## config.mk

```make
export PLATFORM = sky130hd
export DESIGN_NAME = dvp_pattern_tx_flat
export DESIGN_NICKNAME = d
export VERILOG_FILES = /design/src/rtl/dvp_pattern_tx_pkg.sv /design/src/rtl/dvp_pattern_tx_if.sv /design/src/rtl/dvp_pattern_tx_gen.sv /design/src/rtl/dvp_pattern_tx.sv /design/src/flat_wrapper.sv
export SDC_FILE = /design/constraint.sdc
export NUM_CORES = 1
export LEC_CHECK = 0
export CAP_MARGIN = 10
export CORE_UTILIZATION = 50
export CTS_BUF_LIST = sky130_fd_sc_hd__clkbuf_8
export CTS_CLUSTER_DIAMETER = 60
export DETAILED_ROUTE_END_ITERATION = 10
export MAX_ROUTING_LAYER = met4
export PLACE_DENSITY = 0.71
export SYNTH_ARGS = -nofsm -noshare
export SYNTH_HDL_FRONTEND = slang
export SYNTH_SLANG_ARGS = --single-unit
```

## constraint.sdc

```tcl
create_clock -name clk -period 3.2 [get_ports clk]
set_input_delay 0.48 -clock clk [delete_from_list [all_inputs] [get_ports clk]]
set_output_delay 0.48 -clock clk [all_outputs]
set_load 0.005 [all_outputs]
```

## src/rtl/dvp_pattern_tx_pkg.sv

```systemverilog
// Shared definitions for the DVP pattern transmitter.
//   cam_state_e : frame sequencer states
//   cam_pat_e   : test pattern codes (pattern_sel encoding)
//   pix_byte    : splits a 12-bit RGB444 pixel into its DVP byte pair
package dvp_pattern_tx_pkg;

  typedef enum logic [2:0] {
    ST_IDLE   = 3'd0,
    ST_VSYNC  = 3'd1,
    ST_VBP    = 3'd2,
    ST_ACTIVE = 3'd3,
    ST_VFP    = 3'd4
  } cam_state_e;

  typedef enum logic [1:0] {
    PAT_BARS  = 2'd0,
    PAT_RAMP  = 2'd1,
    PAT_SOLID = 2'd2,
    PAT_CNT   = 2'd3
  } cam_pat_e;

  // Byte order matches the capture packer: byte0={0,B}, byte1={G,R}.
  function automatic logic [7:0] pix_byte(input logic [11:0] w, input logic hi);
    return hi ? {w[7:4], w[11:8]} : {4'h0, w[3:0]};
  endfunction

endpackage

```

## src/rtl/dvp_pattern_tx_if.sv

```systemverilog
// DVP camera bus: frame sync, line valid and pixel byte.
//   master : driven by the sensor side (dvp_pattern_tx)
//   slave  : observed by the capture side
interface dvp_pattern_tx_if;
  logic       cam_vsynk;
  logic       cam_href;
  logic [7:0] cam_data;

  modport master (output cam_vsynk, output cam_href, output cam_data);
  modport slave  (input  cam_vsynk, input  cam_href, input  cam_data);
endinterface

```

## src/rtl/dvp_pattern_tx_gen.sv

```systemverilog
// Combinational test pattern generator.
//   x, y   : pixel column / active line (zero-extended)
//   bar    : colour bar index for column x
//   pat    : selected pattern
//   solid  : solid colour {R,G,B}
//   pix    : resulting RGB444 pixel {R,G,B}
module dvp_pattern_gen
  import dvp_pattern_tx_pkg::*;
(
  input  logic [11:0] x,
  input  logic [11:0] y,
  input  logic [2:0]  bar,
  input  cam_pat_e    pat,
  input  logic [11:0] solid,
  output logic [11:0] pix
);

  always_comb begin
    pix = '0;
    case (pat)
      PAT_BARS:  pix = {{4{bar[2]}}, {4{bar[1]}}, {4{bar[0]}}};
      PAT_RAMP:  pix = {x[3:0], x[7:4], y[3:0]};
      PAT_SOLID: pix = solid;
      PAT_CNT:   pix = x + y;   // 12-bit sum wraps mod 4096
      default:   pix = '0;
    endcase
  end

endmodule

```

## src/rtl/dvp_pattern_tx.sv

```systemverilog
// OV7670-style DVP sensor emulator: timed frames of RGB444 test patterns,
// two bytes per pixel, one byte per clk.
//   clk, rstn    : clock / async active-low reset
//   enable       : start and keep running frames (sampled at frame boundaries)
//   pattern_sel  : 0 bars, 1 ramp, 2 solid, 3 counter (latched at frame start)
//   solid_rgb    : solid colour for pattern 2 (latched at frame start)
//   cam          : DVP bus (cam_vsynk, cam_href, cam_data)
//   frame_done   : 1-clk pulse on the last clk of the front porch
//   frame_cnt    : completed frames, wraps silently
//   busy         : frame in progress
// All outputs are registered from the sequencer state, so they trail the
// state register by one clk.
module dvp_pattern_tx
  import dvp_pattern_tx_pkg::*;
#(
  parameter int unsigned H_ACTIVE = 640,
  parameter int unsigned H_BLANK  = 288,
  parameter int unsigned V_SYNC   = 3,
  parameter int unsigned V_BP     = 17,
  parameter int unsigned V_ACTIVE = 480,
  parameter int unsigned V_FP     = 10
) (
  input  logic                  clk,
  input  logic                  rstn,
  input  logic                  enable,
  input  logic [1:0]            pattern_sel,
  input  logic [11:0]           solid_rgb,
  dvp_pattern_tx_if.master      cam,
  output logic                  frame_done,
  output logic [15:0]           frame_cnt,
  output logic                  busy
);

  localparam int unsigned LINE_LEN = 2 * H_ACTIVE + H_BLANK;
  localparam int unsigned HREF_LEN = 2 * H_ACTIVE;
  localparam int unsigned BAR_W    = H_ACTIVE / 8;
  localparam int          HW       = $clog2(LINE_LEN);
  localparam int          VW       = $clog2(V_SYNC + V_BP + V_ACTIVE + V_FP);
  localparam int          BW       = $clog2(BAR_W) + 1;

  cam_state_e      state_q, state_d;
  logic [HW-1:0]   hcnt;
  logic [VW-1:0]   vcnt;
  logic [VW-1:0]   lines_m1;
  logic            line_end;
  logic            state_last;
  cam_pat_e        pat_q;
  logic [11:0]     solid_q;
  logic [BW-1:0]   bar_pix;
  logic [2:0]      bar_idx;
  logic [11:0]     pix;
  logic            in_href;

  logic            vsynk_d, href_d, done_d, busy_d;
  logic [7:0]      data_d;

  always_comb begin
    lines_m1 = '0;
    case (state_q)
      ST_VSYNC:  lines_m1 = VW'(V_SYNC - 1);
      ST_VBP:    lines_m1 = VW'(V_BP - 1);
      ST_ACTIVE: lines_m1 = VW'(V_ACTIVE - 1);
      ST_VFP:    lines_m1 = VW'(V_FP - 1);
      default:   lines_m1 = '0;
    endcase
  end

  assign line_end   = (hcnt == HW'(LINE_LEN - 1));
  assign state_last = line_end && (vcnt == lines_m1);
  assign in_href    = (state_q == ST_ACTIVE) && (hcnt < HW'(HREF_LEN));

  // State register
  always_ff @(posedge clk or negedge rstn) begin
    if (!rstn) state_q <= ST_IDLE;
    else       state_q <= state_d;
  end

  // Next-state logic
  always_comb begin
    state_d = state_q;
    case (state_q)
      ST_IDLE:   if (enable)     state_d = ST_VSYNC;
      ST_VSYNC:  if (state_last) state_d = ST_VBP;
      ST_VBP:    if (state_last) state_d = ST_ACTIVE;
      ST_ACTIVE: if (state_last) state_d = ST_VFP;
      ST_VFP:    if (state_last) state_d = enable ? ST_VSYNC : ST_IDLE;
      default:                   state_d = ST_IDLE;
    endcase
  end

  // Timing counters, frame-start latches and the bar counter
  always_ff @(posedge clk or negedge rstn) begin
    if (!rstn) begin
      hcnt    <= '0;
      vcnt    <= '0;
      pat_q   <= PAT_BARS;
      solid_q <= '0;
      bar_pix <= '0;
      bar_idx <= '0;
    end else begin
      if (state_q == ST_IDLE || line_end) hcnt <= '0;
      else                                hcnt <= hcnt + HW'(1);

      if (state_d != state_q) vcnt <= '0;
      else if (line_end)      vcnt <= vcnt + VW'(1);

      if (state_q != ST_VSYNC && state_d == ST_VSYNC) begin
        pat_q   <= cam_pat_e'(pattern_sel);
        solid_q <= solid_rgb;
      end

      // Bar index tracks x / BAR_W without a divider: it advances after the
      // second byte of the last pixel of each bar and is cleared in blanking
      // (H_BLANK >= 1 guarantees a clear before every line).
      if (hcnt >= HW'(HREF_LEN)) begin
        bar_pix <= '0;
        bar_idx <= '0;
      end else if (hcnt[0]) begin
        if (bar_pix == BW'(BAR_W - 1)) begin
          bar_pix <= '0;
          bar_idx <= bar_idx + 3'd1;
        end else begin
          bar_pix <= bar_pix + BW'(1);
        end
      end
    end
  end

  dvp_pattern_gen u_gen (
    .x     (12'(hcnt >> 1)),
    .y     (12'(vcnt)),
    .bar   (bar_idx),
    .pat   (pat_q),
    .solid (solid_q),
    .pix   (pix)
  );

  // Output decode
  always_comb begin
    vsynk_d = (state_q == ST_VSYNC);
    href_d  = in_href;
    data_d  = in_href ? pix_byte(pix, hcnt[0]) : '0;
    done_d  = (state_q == ST_VFP) && state_last;
    busy_d  = (state_q != ST_IDLE);
  end

  // Output registers
  always_ff @(posedge clk or negedge rstn) begin
    if (!rstn) begin
      cam.cam_vsynk <= 1'b0;
      cam.cam_href  <= 1'b0;
      cam.cam_data  <= '0;
      frame_done    <= 1'b0;
      frame_cnt     <= '0;
      busy          <= 1'b0;
    end else begin
      cam.cam_vsynk <= vsynk_d;
      cam.cam_href  <= href_d;
      cam.cam_data  <= data_d;
      frame_done    <= done_d;
      frame_cnt     <= frame_cnt + 16'(done_d);
      busy          <= busy_d;
    end
  end

endmodule

```

## src/flat_wrapper.sv

```systemverilog
// flat-port wrapper written by rule: the top's interface ports become plain ports
module dvp_pattern_tx_flat import dvp_pattern_tx_pkg::*;
#(
  parameter int unsigned H_ACTIVE = 640,
  parameter int unsigned H_BLANK  = 288,
  parameter int unsigned V_SYNC   = 3,
  parameter int unsigned V_BP     = 17,
  parameter int unsigned V_ACTIVE = 480,
  parameter int unsigned V_FP     = 10
)
  (clk, rstn, enable, pattern_sel, solid_rgb, frame_done, frame_cnt, busy, cam_cam_vsynk, cam_cam_href, cam_cam_data);
  dvp_pattern_tx_if cam_i ();
  input  logic clk;
  input  logic rstn;
  input  logic enable;
  input  logic [1:0] pattern_sel;
  input  logic [11:0] solid_rgb;
  output logic frame_done;
  output logic [15:0] frame_cnt;
  output logic busy;
  output wire logic [$bits(cam_i.cam_vsynk)-1:0] cam_cam_vsynk;
  output wire logic [$bits(cam_i.cam_href)-1:0] cam_cam_href;
  output wire logic [$bits(cam_i.cam_data)-1:0] cam_cam_data;
  assign cam_cam_vsynk = cam_i.cam_vsynk;
  assign cam_cam_href = cam_i.cam_href;
  assign cam_cam_data = cam_i.cam_data;
  dvp_pattern_tx #(.H_ACTIVE(H_ACTIVE), .H_BLANK(H_BLANK), .V_SYNC(V_SYNC), .V_BP(V_BP), .V_ACTIVE(V_ACTIVE), .V_FP(V_FP)) u_core (.clk(clk), .rstn(rstn), .enable(enable), .pattern_sel(pattern_sel), .solid_rgb(solid_rgb), .cam(cam_i), .frame_done(frame_done), .frame_cnt(frame_cnt), .busy(busy));
endmodule
```

==> results.md <==
- The die covers 0.00949 mm^2.
- The critical path goes through or4_1 > mux2i_1 > nor2b_1 > o2111ai_1 > nor2_1 > ha_1 > ha_1 > nand2_1 > nor3_1 > nand3_1 > xnor2_1.
- The number of levels in the clock H-tree is 3.
- Counting flops with a built-in enable in the synthesized netlist gives 0.
- The endpoint class of the critical path is a register.
- The cell type of the slowest stage on the worst timing path is or4_1.
- Once detail routing completed, the nets flagged for antenna violations numbered 0.
- At the pin with the least slew margin, the transition time is 932 ps.
- The worst path needs 2860 ps of the cycle, external delays included.
- The data arrival time of the critical path is 3100 ps.
- The final critical-path share of the clock period is 0.894.
- The run finished with clean final reports.
- The power density over cell area is 356 mW/mm^2.
- The maximum operating frequency is 350 MHz.
- The maximum fanout along the worst path is 7.
- The most frequent cell after synthesis is dfrtp_1.
- The clock passes through at most 2 buffers.
- The internal cell power is 1.49 mW.
- The number of gates given a new drive strength after cts is 0.
- In this run the vertical extent of the chip is 97.4 um.
- Of the total synthesized cell area, the portion taken by AND, OR, NAND and NOR gates is 0.236.
- The via count of the first global-routing pass came to 3,717.
- The overall power of the completed layout is 1.90 mW.
- Headroom to the max-slew limit came out at 0.378.
- Of the total synthesized cell area, the portion taken by full adders, half adders and majority gates is 0.0484.
- The net switching power is 0.406 mW.
- For this design, the sink count on the clock tree is 76.
- The leakage dissipation is 2.36 nW.
- The initial utilization of the core area, before any placement, comes to 0.519.
- The synthesized-area fraction occupied by ao, oa, aoi and oai cells came to 0.153.
- The half-perimeter wire length after detailed placement is 7720 um.
- In the synthesized netlist the dominant register cell turns out to be dfrtp_1.
- Routability-driven placement finished with a final weighted congestion of 0.918.
- The count of distinct cell types in the synthesized netlist is 59.
- After synthesis, the largest family of logic cells by area is simple AND/OR/NAND/NOR gates.
- After layout, the worst setup slack is 340 ps.
- The share of the synthesized area in the top cell type is 0.418.
- The number of synthesized register bits is 76.
- The sequential cell fraction of total power is 0.505.
- Clock-pin slew was measured on the worst setup and hold paths at 80 ps.
- After detailed routing, the total wire length is 10,600 um.
- Entering global routing, the biggest net connects 77 pins.
- The placement row count is 34.
- After synthesis, the most frequently instantiated cells are dfrtp_1, nand2_1, nor2_1.
- The first routing iteration left 267 violations.
- Of the total power, the clock network draws 0.474.
- The sequential share of the synthesized area is 0.418.
- After detailed routing, the average wire length per cell comes to 16.4 um.
- The max-slew violation count was 0.
- The biggest area consumer among synthesized cells is dfrtp_1.
- The total DRC errors in the routed layout is 0.
- After technology mapping, the gate count stands at 490.
- After synthesis the cells add up to 0.00455 mm^2.
- For the worst setup path, the data required time is 3440 ps.
- The async set-or-reset flop fraction in the synthesized netlist is 1.00.
- The worst-case IR drop observed on VDD is 0.000235 V.
- The yosys synthesis warning count is 0.
- The overall fraction of global-route tracks in use is 0.243.
- The worst hold path belongs to the class in -> async.
- TritonCTS built the clock tree.
- The clock skew is 11.6 ps.
- After clock tree synthesis, the setup repair step added 0 buffers.
- The layout overhead on the synthesized area is 17.1%.
- The number of antenna violations at the first check in global routing was 0.
- The filler cells instantiated in the layout total 759.
- The final antenna diode count is 0.
- The combinational cell fraction of total power is 0.021.
- The number of clock buffers added by TritonCTS is 9.
- The net count of the finished layout is 566.
- The residual overflow from global routing is 0.
- By area the synthesized netlist is led by dfrtp_1, xnor2_1, nand2_1.
- The xor-xnor portion of the synthesized cell area is 0.0751.
- The setup slack at placement is 347 ps.
- From left edge to right edge, the die measures 97.4 um.
- On the worst path, the slowest cell contributes a delay of 540 ps.
- After detailed routing, the number of vias per cell comes to 5.95.
- The utilization after layout is 0.608.
- Setup repair after global routing left no endpoint under its margin.
- The number of hold buffers added after CTS was 0.
- The root buffer cell chosen for the clock tree is clkbuf_8.
- The category of the most critical setup path is reg -> reg.
- In this run, placement finished with an instance count of 629.
- The kind of start point of the critical path is a register.
- The number of nets in the synthesized netlist is 524.
- The count of buffers added on input and output ports is 44.
- The switching share of power is 0.214.
- Setup violations remaining at the end of the flow were counted as 0.
- The final instance count without filler cells is 645.
- Summed over all failing endpoints, the final setup total negative slack is 0 ps.
- The average cell area after synthesis is 9.29 um^2.
- The first TritonRoute pass finished after 4 iterations.
- The first global-routing pass estimated 18,000 um of wire.
- The area of the placeable core is 0.00876 mm^2.
- The clock latency at the later pin of the worst-skew pair is 360 ps.
- The number of placed I/O pins is 45.
- The number of max-capacitance violations reported is 0.
- The worst register-to-register path has a depth of 11.
- Of the cells placed in the final design, the portion with a size suffix greater than 1 is 0.0857.
- The cell repeated most along the worst path is ha_1.
- The number of hold-slack violations in the final timing report came to 0.
- Summing over every cut layer, the via total after detailed routing is 3,837.
- The mux contribution to synthesized area is 0.0344.
[power groups by stage]
| stage | Clock, mW | Sequential [mW] | Combinational (mW) |
|---|---|---|---|
| 6_report | 0.900 | 0.959 | 0.0405 |
| 5_1_grt | 0.958 | 0.960 | 0.0474 |
| 4_1_cts | 0.913 | 0.959 | 0.0426 |
| 3_5_place_dp | 0 | 0.979 | 0.0429 |
| 3_3_place_gp | 0 | 0.979 | 0.0414 |
| 2_1_floorplan | 0 | 0.979 | 0.00127 |
[cell type report]
class / instances / area, um^2 / area share
clock buffer: 9 / 124 / 0.0232
clock inverter: 7 / 115 / 0.0216
multi-input combinational: 379 / 2490 / 0.467
inverter: 10 / 37.5 / 0.00704
tap: 108 / 135 / 0.0254
timing repair buffer: 56 / 528 / 0.0991
sequential: 76 / 1900 / 0.357
[flip-flops by register name, indices dropped and copies added (netlist names)]
register,count
u_core.frame_cnt,16
u_core.bar_idx,3
u_core.cam.cam_data,8
u_core.cam.cam_href,1
u_core.solid_q,12
u_core.vcnt,9
u_core.pat_q,2
u_core.hcnt,11
u_core.state_q,3
u_core.cam.cam_vsynk,1
u_core.frame_done,1
u_core.bar_pix,8
u_core.busy,1
[logic make-up (layout without fill, tap and decap cells)]
| group | after synthesis | after routing |
|---|---|---|
| compound gates | 100 | 100 |
| mux | 13 | 13 |
| buf+inv | 35 | 82 |
| simple gates | 210 | 210 |
| flops | 76 | 76 |
| fa+ha+maj | 17 | 17 |
| xor+xnor | 39 | 39 |
[worst max-delay path, delay by kind of cell (launching register included)]
family	cells	cell delay, ps
flip-flops	1	460
AND/OR/NAND/NOR	6	1400
AO/OA/AOI/OAI	1	100
XOR/XNOR	1	140
adder cells (fa/ha/maj)	2	410
multiplexers	1	220
[metal layers]
metal,share of wire,GRT usage
met5,0,-
met4,0.030,0.106
met3,0.042,0.0360
met2,0.48,0.385
met1,0.45,0.311
[worst paths after layout]
path	from	end	slack, ps
min in group clk	u_core.frame_cnt[15]	u_core.frame_cnt[15]	480
max in group asynchronous	rstn	u_core.cam.cam_data[7]	2330
min	rstn	u_core.frame_cnt[4]	260
max reg2reg	u_core.vcnt[2]	u_core.frame_cnt[12]	340
max	u_core.vcnt[2]	u_core.frame_cnt[12]	340
min reg2reg	u_core.frame_cnt[15]	u_core.frame_cnt[15]	480
[metrics by stage]
step | hold slack (ps) | cell area [um^2]
2_1_floorplan | 184 | 4550
3_5_place_dp | 484 | 5090
5_1_grt | 351 | 5330
6_report | 257 | 5330
3_3_place_gp | 463 | 5090
4_1_cts | 301 | 5330
[cells in the final DEF, fill, tap and decap left out, types with 5 or more instances in the layout]
master / count
nand2b_1: 6
a31oi_1: 5
o2111ai_1: 5
mux2i_1: 10
ha_1: 16
o21ai_2: 11
nand2_1: 54
and3_1: 21
inv_1: 11
nor3b_1: 6
xor2_1: 13
a32oi_1: 15
nand4_1: 11
clkbuf_8: 9
nor3_1: 14
o21ai_0: 23
clkdlybuf4s50_1: 43
nand3_1: 21
nor2b_1: 7
buf_4: 13
nor2_1: 46
xnor2_1: 26
dfrtp_1: 76
a21oi_1: 16
Power figures use the tool's default switching activity.
